[config.mk]
export PLATFORM = sky130hd
export DESIGN_NAME = tff_count_sequencer
export DESIGN_NICKNAME = d
export VERILOG_FILES = /design/src/rtl/tff_count_sequencer.sv
export SDC_FILE = /design/constraint.sdc
export NUM_CORES = 1
export LEC_CHECK = 0
export BUFFER_PORTS_ARGS = -buffer_cell sky130_fd_sc_hd__buf_2
export CAP_MARGIN = 15
export CORE_ASPECT_RATIO = 0.8
export CORE_MARGIN = 2
export CORE_UTILIZATION = 35
export DETAILED_ROUTE_END_ITERATION = 10
export PLACE_DENSITY_LB_ADDON = 0.3
export SLEW_MARGIN = 20
export SYNTH_ARGS = -nofsm -noshare
export SYNTH_HDL_FRONTEND = slang
export SYNTH_SLANG_ARGS = --single-unit
[constraint.sdc]
create_clock -name clk -period 2.3 [get_ports clk]
set_input_delay 0 -clock clk [delete_from_list [all_inputs] [get_ports clk]]
set_output_delay 0 -clock clk [all_outputs]
set_load 0.02 [all_outputs]
[src/rtl/tff_count_sequencer.sv]
// Run/stop sequencer for a WIDTH-bit T flip-flop bank counting modulo (lim_r+1) up or down.
// Adds load, pause, one-shot completion and terminal-count pulses around the bank.
module tff_count_sequencer #(
  parameter int WIDTH = 4
) (
  input  logic             clk,
  input  logic             clr,
  input  logic             start,
  input  logic             stop,
  input  logic             hold,
  input  logic             load,
  input  logic [WIDTH-1:0] load_val,
  input  logic [WIDTH-1:0] limit,
  input  logic             up_dn,
  input  logic             oneshot,
  output logic [WIDTH-1:0] q,
  output logic [WIDTH-1:0] t_vec,
  output logic             busy,
  output logic             tc,
  output logic             done
);

  typedef enum logic [1:0] {IDLE, RUN, PAUSE, DONE} state_t;

  state_t           state, state_nx;
  logic [WIDTH-1:0] lim_r, q_nx, step_val;
  logic             dir_r, os_r, wrap, tc_nx;

  always_comb begin
    wrap = dir_r ? (q >= lim_r) : (q == '0);
    if (dir_r) step_val = wrap ? '0    : q + WIDTH'(1);
    else       step_val = wrap ? lim_r : q - WIDTH'(1);

    state_nx = state;
    q_nx     = q;
    tc_nx    = 1'b0;
    case (state)
      IDLE: begin
        // start wins over load: counting begins from the current q
        if (start)     state_nx = RUN;
        else if (load) q_nx     = load_val;
      end
      RUN: begin
        if (stop)      state_nx = IDLE;
        else if (hold) state_nx = PAUSE;
        else begin
          q_nx = step_val;
          if (wrap) begin
            tc_nx = 1'b1;
            if (os_r) state_nx = DONE;
          end
        end
      end
      PAUSE: begin
        if (stop)       state_nx = IDLE;
        else if (load)  q_nx     = load_val;
        else if (!hold) state_nx = RUN;
      end
      DONE:    state_nx = IDLE;
      default: state_nx = IDLE;
    endcase

    // Toggle mask for the T-FF bank: exactly the bits that flip at the next edge
    t_vec = q ^ q_nx;
  end

  always_ff @(posedge clk or negedge clr) begin
    if (!clr) begin
      state <= IDLE;
      q     <= '0;
      lim_r <= '0;
      dir_r <= 1'b1;
      os_r  <= 1'b0;
      busy  <= 1'b0;
      tc    <= 1'b0;
      done  <= 1'b0;
    end else begin
      state <= state_nx;
      q     <= q ^ t_vec;
      tc    <= tc_nx;
      busy  <= (state_nx == RUN) || (state_nx == PAUSE);
      done  <= (state_nx == DONE);
      if (state == IDLE && start) begin
        lim_r <= limit;
        dir_r <= up_dn;
        os_r  <= oneshot;
      end
    end
  end

endmodule

==> implementation parameters <==
Parameter                              Value

Routing
  Number of nets still failing antenna checks after routing ... 0
  Routed wirelength normalized by instance count ... 14.2 um
  Total wire length after detailed routing ... 3.00 mm
  DR vias/cell ... approximately 5.3
  Via count ... ~1100
  Iteration-0 DRC Markers ... 65
  First drt pass iteration count ... 4
  DR DRC count ... 0

Synth
  Warnings, synthesis ... 0
  Yosys cell types ... 51
  Syn nets ... 157
  Post-synthesis register bit count ... 15
  Synthesized area per cell ... roughly 9.1 sq um
  Part of the Yosys area used for sequential elements ... 30.9%
  Gate count of the mapped netlist ... 134
  Netlist Area Pre-Place ... approximately 1200 sq um
  Post-synth ARST share ... 100%
  Number of synthesized flops with an enable pin ... 0
  Dominant register cell in the synthesized netlist ... sky130_fd_sc_hd__dfrtp_1

Cells and area
  Diodes inserted ... 0
  Leading cell type in the layout, fill and taps excluded ... sky130_fd_sc_hd__buf_2
  Commonest non-fill, non-tap cells in the layout ... sky130_fd_sc_hd__buf_2 (26), sky130_fd_sc_hd__dfrtp_1 (14), sky130_fd_sc_hd__nand2_1 (13), sky130_fd_sc_hd__inv_1 (9), sky130_fd_sc_hd__o21ai_0 (8)
  Area overhead of the layout relative to synthesis ... 23.5%
  Share of the core filled with cells in the final layout ... 44.6%
  Non-Filler Instances ... ~210
  Share of layout cells above drive strength 1 ... 31.4%
  Net count reported at finish ... roughly 190

STA
  Highest attainable clock frequency ... 0.452 GHz
  Transition time at the pin with the least slew margin ... 0.447 ns
  Clock period minus worst slack ... roughly 2.2 ns
  Slew Limit Headroom ... 70.0%
  Final-report hold violation count ... 0
  Worst Slack Setup Final ... 0.0871 ns
  Slew Limit Fails ... 0
  Ratio of final minimum period to clock period ... 96.2%
  Worst hold margin ... 0.0601 ns
  Worst clock skew ... 0.00105 ns
  Final setup violating endpoints ... 0

Clock network
  Number of buffers inserted during clock tree synthesis ... 3
  Number of buffers on the longest clock path ... 2
  H-tree lvl count ... 1
  Clock latency reported for the late side of the worst-skew pair ... 0.24 ns
  Root buffer cell ... sky130_fd_sc_hd__clkbuf_8
  Clock transition time at the flip-flop clock pins of the worst setup and hold paths ... approximately 0.06 ns
  TritonCTS Sinks ... 15
  CTS tree ... built

Hold path
  Kind of path behind the tightest hold check ... input port to register

Worst setup path
  Required time at the endpoint of the critical path ... 2.30 ns
  Max Fanout on Critical Path ... 8
  Arrival time worst endpoint ... 2.21 ns
  CP endpoint kind ... primary output
  Critical path start-end classification ... register to primary output
  Launching element type of the critical path ... register

GRT
  Maximum number of pins on one net before global-route repair ... 17
  Total congestion overflow after global routing ... 0
  Via count of the first global-routing pass ... 1136
  Number of antenna violations at the first check in global routing ... 0
  Global-route wire length before repair ... 5.15 mm
  Gr usage total ... 16.5%

Die
  Std cell rows ... 19
  I/O pin total ... 27
  Die X ... 69.9 um
  Initial Util ... 36.1%
  Die area ... 3970 sq um
  Placeable core area ... 3380 sq um
  Die Span Y ... roughly 57 um

Placement
  Global placer's final weighted congestion ... 0.838
  PortBufs ... 26
  Dpl cells ... 198
  Pre-CTS setup slack ... 0.310 ns
  Post-detail-place hpwl ... ~2.3 mm

Pwr
  Leakage power ... 0.000672 uW
  Peak VDD IR ... 0.666 mV
  P per Cell Area ... 1200 nW/um^2

Outcome
  Outcome ... complete, no violations

Run
  Number of max-capacitance violations reported ... 0
-- per-stage QoR --
step,cell area (sq um),total power (uW),setup TNS [ns]
floorplan,1220,1290,0
CTS,1480,1770,0
detailed placement,1370,1540,0
global route,1500,1980,-0.0423
finish,1500,1810,0
global placement,1370,1510,0
-- logic make-up after synthesis --
| family | Yosys count | share of synthesized area [%] |
|---|---|---|
| multiplexers | 6 | 5.24 |
| XOR/XNOR | 2 | 1.44 |
| buffers and inverters | 18 | 8.63 |
| AO/OA/AOI/OAI | 36 | 21.5 |
| flip-flops | 15 | 30.9 |
| AND/OR/NAND/NOR | 50 | 25.1 |
| adder cells (fa/ha/maj) | 7 | 7.19 |
-- sequential cells by signal, summed over array words and instances, names as in the netlist --
register  flops
lim_r         4
q             4
state         2
busy          1
dir_r         1
done          1
os_r          1
tc            1
-- layout make-up --
cell class | instances | area (sq um)
Multi-Input combinational cell | 101 | 742
Clock buffer | 3 | 41.3
Tap cell | 42 | 52.6
Sequential cell | 15 | 377
Timing Repair Buffer | 40 | 253
Inverter | 9 | 33.8
Clock inverter | 1 | 5.00
Fill cell | 346 | 1870
-- cell usage after synthesis (3+ instances only) --
cell type / instances / area [sq um]
sky130_fd_sc_hd__buf_4: 3 / 22.5
sky130_fd_sc_hd__o211ai_1: 4 / 30.0
sky130_fd_sc_hd__a21oi_1: 6 / 30.0
sky130_fd_sc_hd__nor2b_1: 4 / 25.0
sky130_fd_sc_hd__ha_1: 7 / 87.6
sky130_fd_sc_hd__nand3_1: 3 / 15.0
sky130_fd_sc_hd__buf_6: 3 / 33.8
sky130_fd_sc_hd__dfrtp_1: 14 / 350
sky130_fd_sc_hd__buf_2: 3 / 15.0
sky130_fd_sc_hd__inv_1: 9 / 33.8
sky130_fd_sc_hd__mux2_2: 3 / 33.8
sky130_fd_sc_hd__o21ai_0: 8 / 40.0
sky130_fd_sc_hd__nand2_1: 13 / 48.8
sky130_fd_sc_hd__nor2_1: 7 / 26.3
sky130_fd_sc_hd__mux2i_1: 3 / 30.0
sky130_fd_sc_hd__nor3_1: 4 / 20.0
-- power by group --
group | switching [uW] | internal (uW)
Sequential | 96.8 | 369
Clock | 86.8 | 120
Combinational | 644 | 493
Total | 828 | 982
-- worst paths after layout --
path	from	endpoint	slack [ns]	cells after the start
max reg2reg	q[1]	busy	0.19	7
min	load_val[2]	q[2]	0.06	3
max	q[0]	t_vec[2]	0.09	8
min in group asynchronous	clr	lim_r[2]	0.20	2
min reg2reg	os_r	os_r	0.53	1
max in group asynchronous	clr	dir_r	1.81	2
-- metal layers --
layer | GRT usage, % | vias to the layer above | part of all wire, %
met5 | 0 | - | 0
met2 | 25.6 | 32 | 45
met1 | 22.8 | 510 | 48
met3 | 4.67 | 7 | 5.8
li1 | - | 562 | -
met4 | 3.85 | 0 | 1.3
-- worst max-delay path, cell delays in order (launching register included) --
cell	delay, ns
sky130_fd_sc_hd__dfrtp_1	0.35
sky130_fd_sc_hd__inv_1	0.07
sky130_fd_sc_hd__ha_1	0.29
sky130_fd_sc_hd__nor3b_1	0.27
sky130_fd_sc_hd__o211ai_2	0.23
sky130_fd_sc_hd__o22ai_1	0.27
sky130_fd_sc_hd__a221oi_2	0.11
sky130_fd_sc_hd__nor3_1	0.19
sky130_fd_sc_hd__buf_2	0.19
-- repair_timing --
action,in CTS,in global routing
hold buffers,7,0
buffers inserted,0,2
endpoints found under the setup margin,0,4
hold endpoints to repair,21,0
resized for setup,0,1
Power figures use the tool's default switching activity.
